File: src/rtl/multi_cycle_controller.sv
// rtl/multi_cycle_controller.sv - multicycle control FSM (fetch/decode/execute/memory/writeback)
// Optional performance counters enabled by defining CTRL_PERF_CNT_EN.
module multi_cycle_controller #(
  parameter int OP_WIDTH       = 5,
  parameter int ALU_CTRL_WIDTH = 4
) (
  input  logic                      clk,
  input  logic                      resetN,
  input  logic [OP_WIDTH-1:0]       opCode,
  input  logic                      zero,
  input  logic                      memReady,
  output logic                      pcEn,
  output logic                      irWrite,
  output logic                      iorD,
  output logic                      memRead,
  output logic                      memWrite,
  output logic                      regWrite,
  output logic                      regDst,
  output logic                      memToReg,
  output logic                      aluSrcA,
  output logic [1:0]                aluSrcB,
  output logic [1:0]                pcSrc,
  output logic [ALU_CTRL_WIDTH-1:0] aluControl,
  output logic                      illegalOp,
  output logic [3:0]                state
`ifdef CTRL_PERF_CNT_EN
  ,
  output logic [31:0]               cycleCount,
  output logic [31:0]               instrCount
`endif
);

  typedef enum logic [3:0] {
    S_FETCH  = 4'd0,
    S_DECODE = 4'd1,
    S_MEMADR = 4'd2,
    S_MEMRD  = 4'd3,
    S_MEMWB  = 4'd4,
    S_MEMWR  = 4'd5,
    S_EXEC   = 4'd6,
    S_ALUWB  = 4'd7,
    S_ADDIEX = 4'd8,
    S_ADDIWB = 4'd9,
    S_BRANCH = 4'd10,
    S_JUMP   = 4'd11
  } state_t;

  localparam logic [4:0] OP_ADD  = 5'b00000;
  localparam logic [4:0] OP_SUB  = 5'b00001;
  localparam logic [4:0] OP_AND  = 5'b00010;
  localparam logic [4:0] OP_OR   = 5'b00011;
  localparam logic [4:0] OP_SLT  = 5'b00100;
  localparam logic [4:0] OP_ADDI = 5'b01000;
  localparam logic [4:0] OP_LW   = 5'b10000;
  localparam logic [4:0] OP_SW   = 5'b10001;
  localparam logic [4:0] OP_BEQ  = 5'b11000;
  localparam logic [4:0] OP_J    = 5'b11100;

  localparam logic [3:0] ALU_AND = 4'b0000;
  localparam logic [3:0] ALU_OR  = 4'b0001;
  localparam logic [3:0] ALU_ADD = 4'b0010;
  localparam logic [3:0] ALU_SUB = 4'b0110;
  localparam logic [3:0] ALU_SLT = 4'b0111;

  localparam int LOW_BITS = OP_WIDTH - 5;

  state_t     state_q;
  state_t     state_d;
  logic [4:0] op_hi;
  logic       low_zero;
  logic       is_rtype;
  logic       is_addi;
  logic       is_lw;
  logic       is_sw;
  logic       is_beq;
  logic       is_j;
  logic [3:0] rtype_alu;
  logic       pc_write;
  logic       branch;

  assign op_hi = opCode[OP_WIDTH-1 -: 5];

  // Wider opcodes only match when the bits below the 5-bit field are clear.
  generate
    if (LOW_BITS > 0) begin : g_low
      assign low_zero = ~|opCode[(LOW_BITS > 0 ? LOW_BITS-1 : 0):0];
    end else begin : g_nolow
      assign low_zero = 1'b1;
    end
  endgenerate

  always_comb begin
    is_rtype  = 1'b0;
    is_addi   = 1'b0;
    is_lw     = 1'b0;
    is_sw     = 1'b0;
    is_beq    = 1'b0;
    is_j      = 1'b0;
    rtype_alu = ALU_ADD;
    if (low_zero) begin
      case (op_hi)
        OP_ADD:  begin is_rtype = 1'b1; rtype_alu = ALU_ADD; end
        OP_SUB:  begin is_rtype = 1'b1; rtype_alu = ALU_SUB; end
        OP_AND:  begin is_rtype = 1'b1; rtype_alu = ALU_AND; end
        OP_OR:   begin is_rtype = 1'b1; rtype_alu = ALU_OR;  end
        OP_SLT:  begin is_rtype = 1'b1; rtype_alu = ALU_SLT; end
        OP_ADDI: is_addi = 1'b1;
        OP_LW:   is_lw   = 1'b1;
        OP_SW:   is_sw   = 1'b1;
        OP_BEQ:  is_beq  = 1'b1;
        OP_J:    is_j    = 1'b1;
        default: ;
      endcase
    end
  end

  always_ff @(posedge clk) begin
    if (!resetN) begin
      state_q <= S_FETCH;
    end else begin
      state_q <= state_d;
    end
  end

  always_comb begin
    state_d    = state_q;
    pc_write   = 1'b0;
    branch     = 1'b0;
    irWrite    = 1'b0;
    iorD       = 1'b0;
    memRead    = 1'b0;
    memWrite   = 1'b0;
    regWrite   = 1'b0;
    regDst     = 1'b0;
    memToReg   = 1'b0;
    aluSrcA    = 1'b0;
    aluSrcB    = 2'b00;
    pcSrc      = 2'b00;
    aluControl = '0;
    illegalOp  = 1'b0;
    case (state_q)
      S_FETCH: begin
        memRead    = 1'b1;
        aluSrcB    = 2'b01;
        aluControl = ALU_CTRL_WIDTH'(ALU_ADD);
        // The fetch handshake is suppressed while reset holds the FSM here.
        irWrite    = memReady & resetN;
        pc_write   = memReady & resetN;
        if (memReady) state_d = S_DECODE;
      end
      S_DECODE: begin
        aluSrcB    = 2'b10;
        aluControl = ALU_CTRL_WIDTH'(ALU_ADD);
        if (is_rtype)            state_d = S_EXEC;
        else if (is_addi)        state_d = S_ADDIEX;
        else if (is_lw || is_sw) state_d = S_MEMADR;
        else if (is_beq)         state_d = S_BRANCH;
        else if (is_j)           state_d = S_JUMP;
        else begin
          state_d   = S_FETCH;
          illegalOp = 1'b1;
        end
      end
      S_MEMADR: begin
        aluSrcA    = 1'b1;
        aluSrcB    = 2'b10;
        aluControl = ALU_CTRL_WIDTH'(ALU_ADD);
        state_d    = is_sw ? S_MEMWR : S_MEMRD;
      end
      S_MEMRD: begin
        memRead = 1'b1;
        iorD    = 1'b1;
        if (memReady) state_d = S_MEMWB;
      end
      S_MEMWB: begin
        regWrite = 1'b1;
        memToReg = 1'b1;
        state_d  = S_FETCH;
      end
      S_MEMWR: begin
        memWrite = 1'b1;
        iorD     = 1'b1;
        if (memReady) state_d = S_FETCH;
      end
      S_EXEC: begin
        aluSrcA    = 1'b1;
        aluControl = ALU_CTRL_WIDTH'(rtype_alu);
        state_d    = S_ALUWB;
      end
      S_ALUWB: begin
        regWrite = 1'b1;
        regDst   = 1'b1;
        state_d  = S_FETCH;
      end
      S_ADDIEX: begin
        aluSrcA    = 1'b1;
        aluSrcB    = 2'b10;
        aluControl = ALU_CTRL_WIDTH'(ALU_ADD);
        state_d    = S_ADDIWB;
      end
      S_ADDIWB: begin
        regWrite = 1'b1;
        state_d  = S_FETCH;
      end
      S_BRANCH: begin
        aluSrcA    = 1'b1;
        aluControl = ALU_CTRL_WIDTH'(ALU_SUB);
        pcSrc      = 2'b01;
        branch     = 1'b1;
        state_d    = S_FETCH;
      end
      S_JUMP: begin
        pcSrc    = 2'b10;
        pc_write = 1'b1;
        state_d  = S_FETCH;
      end
      default: state_d = S_FETCH;
    endcase
  end

  assign pcEn  = pc_write | (branch & zero);
  assign state = state_q;

`ifdef CTRL_PERF_CNT_EN
  // An instruction retires whenever the FSM falls back into FETCH from elsewhere.
  always_ff @(posedge clk) begin
    if (!resetN) begin
      cycleCount <= '0;
      instrCount <= '0;
    end else begin
      cycleCount <= cycleCount + 32'd1;
      if (state_q != S_FETCH && state_d == S_FETCH) begin
        instrCount <= instrCount + 32'd1;
      end
    end
  end
`endif

endmodule

File: config.mk
export PLATFORM = sky130hd
export DESIGN_NAME = multi_cycle_controller
export DESIGN_NICKNAME = d
export VERILOG_FILES = /design/src/rtl/multi_cycle_controller.sv
export SDC_FILE = /design/constraint.sdc
export NUM_CORES = 1
export LEC_CHECK = 0
export CAP_MARGIN = 20
export CORE_ASPECT_RATIO = 1.25
export CORE_MARGIN = 4
export CORE_UTILIZATION = 37
export CTS_CLUSTER_SIZE = 10
export DETAILED_ROUTE_END_ITERATION = 12
export PLACE_DENSITY = 0.88
export SETUP_SLACK_MARGIN = 0.15
export SKIP_LAST_GASP = 1
export SYNTH_ARGS = -nofsm -noshare
export SYNTH_HDL_FRONTEND = slang
export SYNTH_SLANG_ARGS = --single-unit
File: constraint.sdc
create_clock -name clk -period 1.2 [get_ports clk]
set_input_delay 0.3 -clock clk [delete_from_list [all_inputs] [get_ports clk]]
set_output_delay 0.3 -clock clk [all_outputs]
set_load 0.01 [all_outputs]
==> results of run 1 <==
## per-stage QoR
| stage | util [%] | hold slack, ns | area, um2 |
|---|---|---|---|
| after global placement | 78.4 | 0.738 | 1380 |
| after detailed placement | 78.4 | 0.779 | 1380 |
| after floorplan | - | 0.417 | 938 |
## logic make-up after synthesis
family | Yosys count | synth area share, %
DFF | 4 | 11.7
buffers and inverters | 14 | 12.6
AOI/OAI and AO/OA | 32 | 31.5
and+or+nand+nor | 47 | 42.3
other | 1 | 0.549
xor gates and xnor gates | 1 | 1.28
## Yosys cell counts (2+ instances only)
master    count  area [um2]
and2_1        2        12.5
o21ai_0       4        20.0
nor3b_1       2        15.0
buf_4         3        22.5
o21a_1        3        22.5
o22ai_1       2        12.5
nor4_1        2        12.5
nand3_1       3        15.0
nand2_1       5        18.8
nor2b_1       7        43.8
nor2_1        7        26.3
nor3_1        2        10.0
o21bai_1      3        22.5
a21oi_1       7        35.0
nand2b_1      5        31.3
inv_1         3        11.3
dfxtp_1       4        80.1
a22oi_1       2        15.0
buf_6         2        22.5
buf_2         6        30.0
a211oi_1      2        15.0
and3_1        3        18.8
nand4_1       2        12.5
==> results.json, run 1 <==
{
  "dpl_worst_slack_ns": -1.20,
  "initial_core_util_pct": 38.7,
  "place_congestion": 0.875,
  "stop_stage": "4_1_cts",
  "postCtsSetupRepairBufs": 28,
  "dp_hpwl_um": 1950,
  "syn-instance-count": 99,
  "ys_types": 41,
  "die-width_um": 46.4,
  "ys_ff_latch": 4,
  "cts_made_buffers": 3,
  "htreeDepth": 1,
  "clock_path_buffers": 2,
  "ctsHoldBuffers": 0,
  "yosys_warnings": 0,
  "synthArstFlopShare_pct": 0,
  "placedCellCount": 168,
  "io-pin-count": 31,
  "die_y_um": 56.0,
  "clock_tree.root_cell": "clkbuf_4",
  "stop_error": "[ERROR DPL-0033] detailed placement checks failed during check placement.",
  "cts_resized": 144,
  "yosysSeqAreaShare_pct": 11.7,
  "run_status": "stopped before the end",
  "ys.flop_type": "dfxtp_1",
  "rows": 17,
  "synth_edf_count": 0,
  "syn_avg_cell_area_um2": 6.90,
  "numPortBuffers": 29,
  "clock_sinks": 4,
  "synth_area_um2": 683,
  "synthesis.nets": 108
}
==> run 2: changes to the inputs <==
Settings changed: CORE_AREA from default to 4 4 65 67, CORE_ASPECT_RATIO 1.25 to default, CORE_MARGIN 4 to default, CORE_UTILIZATION 37 to default, CTS_CLUSTER_SIZE 10 to default, DIE_AREA from default to 0 0 69 71, PLACE_DENSITY 0.88 to default, PLACE_DENSITY_LB_ADDON from default to 0.15, SETUP_SLACK_MARGIN 0.15 to default.
Clock period 1.2 ns to 1.6 ns, I/O delays scaled along.
==> results.json, run 2 <==
{
  "run_status": "complete, but fails checks",
  "violations": "setup timing",
  "layout_common_cells": "buf_4 (39), buf_6 (18), buf_2 (14)",
  "path_clk_slew_ns": 0.03,
  "ant_nets": 0,
  "grt_use_total_pct": 11.0,
  "viasPerCell": 4.59,
  "numPortBuffers": 29,
  "place_congestion": 0.785,
  "hold_viol_final": 0,
  "rows": 22,
  "path_common_cell": "buf_6",
  "vdd_drop_max_mv": 0.304,
  "critPathSlowestCell": "dfxtp_4",
  "rsz0062_at_grt": "yes",
  "dp_hpwl_um": 1920,
  "cp-startpoint": "state[3]",
  "tns_ns": -1.38,
  "cp-start-kind": "flip-flop",
  "dr.pass1.iters": 4,
  "wire_per_inst_um": 13.1,
  "fp.coreArea_um2": 3630,
  "reg2reg_to": "state[2]",
  "hold_slack_ns": 0.657,
  "vias": 1015,
  "synth.area.top_cells": "dfxtp_1 (12%), nor2b_1 (6.4%), a21oi_1 (5.1%)",
  "final_common_cell": "buf_4",
  "cts_made_buffers": 3,
  "crit_end": "pcEn",
  "yosysSeqAreaShare_pct": 11.7,
  "final_nets": 184,
  "die-width_um": 69,
  "p_per_area_nw_per_um2": 523,
  "cap_viol_max_count": 0,
  "io-pin-count": 31,
  "synth_commonest_cells": "a21oi_1 (7), nor2_1 (7), nor2b_1 (7)",
  "synth_area_um2": 683,
  "critPathArrivalTime_ns": 1.39,
  "drc": 0,
  "ys.flop_type": "dfxtp_1",
  "synthArstFlopShare_pct": 0,
  "grt_antenna_before_repair": 0,
  "antenna_cells": 0,
  "dieArea_um2": 4900,
  "syn-instance-count": 99,
  "drt_wl_total_um": 2900,
  "num-fill-cells": 387,
  "min_period_ns": 1.79,
  "fin_crit_sh_pct": 112,
  "synth_edf_count": 0,
  "drt_iter0_markers": 17,
  "grt_max_degree": 11,
  "syn_to_final_growth_pct": 135,
  "largest_reg_flops": 4,
  "placedCellCount": 200,
  "die_y_um": 71,
  "syn_avg_cell_area_um2": 6.90,
  "fmax_mhz": 559,
  "worstReg2RegStart": "state[2]",
  "hold_path.class": "in2reg",
  "skew_ns": 0.00547,
  "worstSetupPathType": "reg2out",
  "final_cells": 221,
  "final_util_pct": 44.1,
  "required_ns": 1.20,
  "setup_viol_count_final": 17,
  "grt_pass1_wl_um": 4600,
  "path_cells": "buf_6 > nor4_4 > and3_4 > nand2b_4 > buf_6",
  "htreeDepth": 1,
  "drive_gt1_share_pct": 67.1,
  "slew_violations": 0,
  "r2r_slack_ns": 0.10,
  "clk_latency_ns": 0.22,
  "initial_core_util_pct": 18.8,
  "grt_overflow_total": 0,
  "cts_tree": "built",
  "cp_slowest_stage_delay_ns": 0.35,
  "clock_tree.root_cell": "clkbuf_8",
  "synth_top_area_share_pct": 11.7,
  "ys_types": 41,
  "clock_path_buffers": 2,
  "cp_max_fo": 5,
  "r2r_cells": 7,
  "crit_path_end_kind": "output pin",
  "layout_setup_ws_ns": -0.190,
  "synth_top_area_cell": "dfxtp_1",
  "ys_ff_latch": 4,
  "cellLeakagePower_nw": 0.721,
  "clock_sinks": 4,
  "grt_pass1_vias": 1017,
  "yosys_warnings": 0,
  "synthesis.nets": 108
}
-- run 2: cell counts after synthesis --
Identical to the previous run, type by type.
-- run 2: layout make-up --
cell class	count	area [um2]	area share [%]
tap	48	60.1	3.75
clock buffer	3	41.3	2.58
inverter	3	11.3	0.703
multi-input combinational	81	709	44.3
sequential	4	92.6	5.78
timing repair buffer	82	688	42.9
-- run 2: cell families after synthesis --
| kind of cell | share of synthesized area (%) |
|---|---|
| buf+inv | 12.6 |
| other cells | 0.549 |
| simple gates | 42.3 |
| flops | 11.7 |
| compound gates | 31.5 |
| xor+xnor | 1.28 |
-- run 2: power by group --
part / internal, mW / total [mW] / switching (mW)
clock: 0.161 / 0.216 / 0.0557
sequential: 0.106 / 0.117 / 0.0112
combinational: 0.276 / 0.505 / 0.229
-- run 2: timing repair --
| action | CTS | global route |
|---|---|---|
| endpoints found under the setup margin | 23 | 16 |
| pin swaps | 12 | 15 |
| setup buffers | 15 | 8 |
| cloned | 0 | 0 |
| endpoints found under the hold margin | 0 | 0 |
| hold buffers | 0 | 0 |
| gates resized for setup | 136 | 27 |
-- run 2: worst max-delay path: cells and delay by family, from the launching register on --
kind | cells | cell delay, ns
AND/OR/NAND/NOR | 3 | 0.60
flip-flops | 1 | 0.35
buffers and inverters | 2 | 0.21
-- run 2: worst min path at each step --
| stage | startpoint | slack [ns] | cells past startpoint | end |
|---|---|---|---|---|
| 3_5_place_dp | state[0] | 0.83 | 4 | state[1] |
| 5_1_grt | opCode[3] | 0.71 | 4 | state[1] |
| 3_3_place_gp | state[0] | 0.83 | 4 | state[1] |
| 4_1_cts | opCode[3] | 0.65 | 4 | state[1] |
| 2_1_floorplan | resetN | 0.52 | 1 | state[3] |
| 6_report | opCode[3] | 0.66 | 4 | state[1] |
-- run 2: routing by layer --
metal	global-route usage [%]	up-vias	wire length (um)
met2	19.7	34	1530
met5	0	-	0
li1	-	507	-
met4	3.04	0	25
met1	12.9	472	1210
met3	2.84	2	143
-- run 2: metrics by stage --
stage	cell area, um2	total power [mW]	setup slack (ns)
after global routing	1600	0.894	-0.270
after CTS	1470	0.796	-0.200
final	1600	0.839	-0.190
after floorplan	688	0.306	0.0405
after detailed placement	1240	0.513	-0.922
after global placement	1240	0.512	-0.929
Power figures use the tool's default switching activity.
==> variant, RTL diff (config.mk and constraints of run 2) <==
`ALU_CTRL_WIDTH`: 4 -> 6.
--- a/src/rtl/multi_cycle_controller.sv
+++ b/src/rtl/multi_cycle_controller.sv
@@ -4,3 +4,3 @@
   parameter int OP_WIDTH       = 5,
-  parameter int ALU_CTRL_WIDTH = 4
+  parameter int ALU_CTRL_WIDTH = 6
 ) (
Ports: changed (resized aluControl); port bits go from 31 to 33. The function was not compared with the original's and may differ.
==> variant against run 2 <==
The run still ends with setup timing left. Count of clock-buffer cells in the layout unchanged. Die area unchanged. Setup slack improved by 0.025 ns. Sequential share of layout area decreased by 0.44 points. Utilization increased by 1.0 points. Wire length increased by 1.3%. Area after synthesis increased by 2.2%. Design area increased by 2.3%. Sequential cell count unchanged. Clock power decreased by 4%. Total power increased by 5.7%. Hold slack got worse by 0.011 ns. Largest cell class is now non-clock buffers.
==> variant: results (changes against run 2) <==
[die]
die_x_um = 69  ; unchanged

[power_and_ir_drop]
p_sw_frac = 0.3267  ; was 0.3524
powerSeq_w = 0.000116
comb_power_share = 0.634  ; was 0.602
power.density_mw_per_mm2 = 540.3  ; was 523.4 mW/mm^2
peakVddDrop_mv = 0.3146  ; was 0.3039 mV
p_leak_nw = 0.7809  ; was 0.7207 nW

[cells_and_area]
multi_input_cells = 83  ; was 81
stdcell_area_sq_mm = 0.001640  ; was 0.001603 sq mm
finalNetCount = 191  ; was 184
n_clock_buffer = 3  ; unchanged
layout-drive-gt1-share = 0.6611  ; was 0.6705
fillers = 367  ; was 387
multi_input_area_share = 0.4272  ; was 0.4426
seq_area_sq_um = 87.58  ; was 92.59 sq um
final-nonclk-buf-share = 0.4508  ; was 0.4294
nNonClkBuffers = 87  ; was 82
clock_area_frac = 0.02517  ; was 0.02576

[cts]
clk_path_buf_depth = 2  ; unchanged
post_cts_buffers = 19  ; was 15
cts.sinks = 4  ; unchanged
postCtsResizedCells = 129  ; was 136
clkLatencyLatePin_ns = 0.21

[yosys]
ys_seq_area_frac = 0.1147  ; was 0.1172
syn_inst = 101  ; was 99
synthFlopType = dfxtp_1  ; unchanged
synthTopCellsByArea = dfxtp_1 (11%), nor2b_1 (6.3%), buf_4 (5.4%)  ; was dfxtp_1 (12%), nor2b_1 (6.4%), a21oi_1 (5.1%)
async_flop_share = 0  ; unchanged

[placement]
dpl_cell_area_sq_mm = 0.001244  ; was 0.001239 sq mm
dp_cells = 200  ; unchanged
portBuffers = 29  ; unchanged
dp_slack_ns = -0.9856  ; was -0.9224 ns
dp_hpwl_um = 1910  ; was 1916 um
place_congestion = 0.7745  ; was 0.7850

[worst_setup_path]
worstPathArrival_ns = 1.37  ; was 1.39 ns
cp_slowest_cell = dfxtp_2  ; was dfxtp_4
critical-path-max-stage-delay_ns = 0.32  ; was 0.35 ns
critPathMaxFanout = 8  ; was 5

[sta]
setup_violations = 13  ; was 17
final.setup.tns_ns = -1.162  ; was -1.380 ns
fin_ws_ns = -0.1652  ; was -0.1902 ns
fin_worst_skew_ns = 0.003547  ; was 0.005468 ns

[route]
met2_length_um = 1524  ; was 1528 um
dr_wl_met3_um = 195  ; was 143 um
top_layer_used = met4  ; unchanged
drt-initial-drc-count = 26  ; was 17
drt-vias-per-instance = 4.531  ; was 4.593
wl_per_cell_um = 12.89  ; was 13.13 um
vias = 1033  ; was 1015

[global_routing]
grt_max_degree = 15  ; was 11
met1_usage = 0.1403  ; was 0.1291
groute.layer.met2.usage = 0.2331  ; was 0.1970
grt_pass1_wl_um = 5050  ; was 4595 um
grt_pass1_vias = 1051  ; was 1017
grt_util_met3 = 0.03551  ; was 0.02841
grt_usage = 0.1230  ; was 0.1100

[min_path]
holdPathStages = 4  ; unchanged

[status]
status = finished, violations left  ; unchanged
failed_checks = setup timing  ; unchanged

-- variant: cell count changes after synthesis, sizes merged --
cell	delta
buf	+2
-- variant: worst register-to-register path, delay by kind of cell, from the launching register on --
family,cells,cell delay (ns)
buf+inv,3,0.54
compound gates,3,0.43
flops,1,0.32
simple gates,1,0.07
-- variant: cell families (layout without fill, tap and decap cells) --
| kind of cell | after synthesis | in the layout | share of synthesized area |
|---|---|---|---|
| other | 1 | 3 | 0.005371 |
| AND/OR/NAND/NOR | 47 | 47 | 0.4140 |
| XOR/XNOR | 1 | 1 | 0.01255 |
| AO/OA/AOI/OAI | 32 | 32 | 0.3082 |
| flip-flops | 4 | 4 | 0.1147 |
| buffers and inverters | 16 | 93 | 0.1452 |
-- variant: path summary, 6_finish.rpt --
kind	slack, ns	start	to
setup / recovery	-0.17	state[1]	pcEn
setup reg to reg	0.15	state[0]	state[0]
hold reg to reg	0.80	state[1]	state[0]
hold / removal	0.65	opCode[3]	state[1]
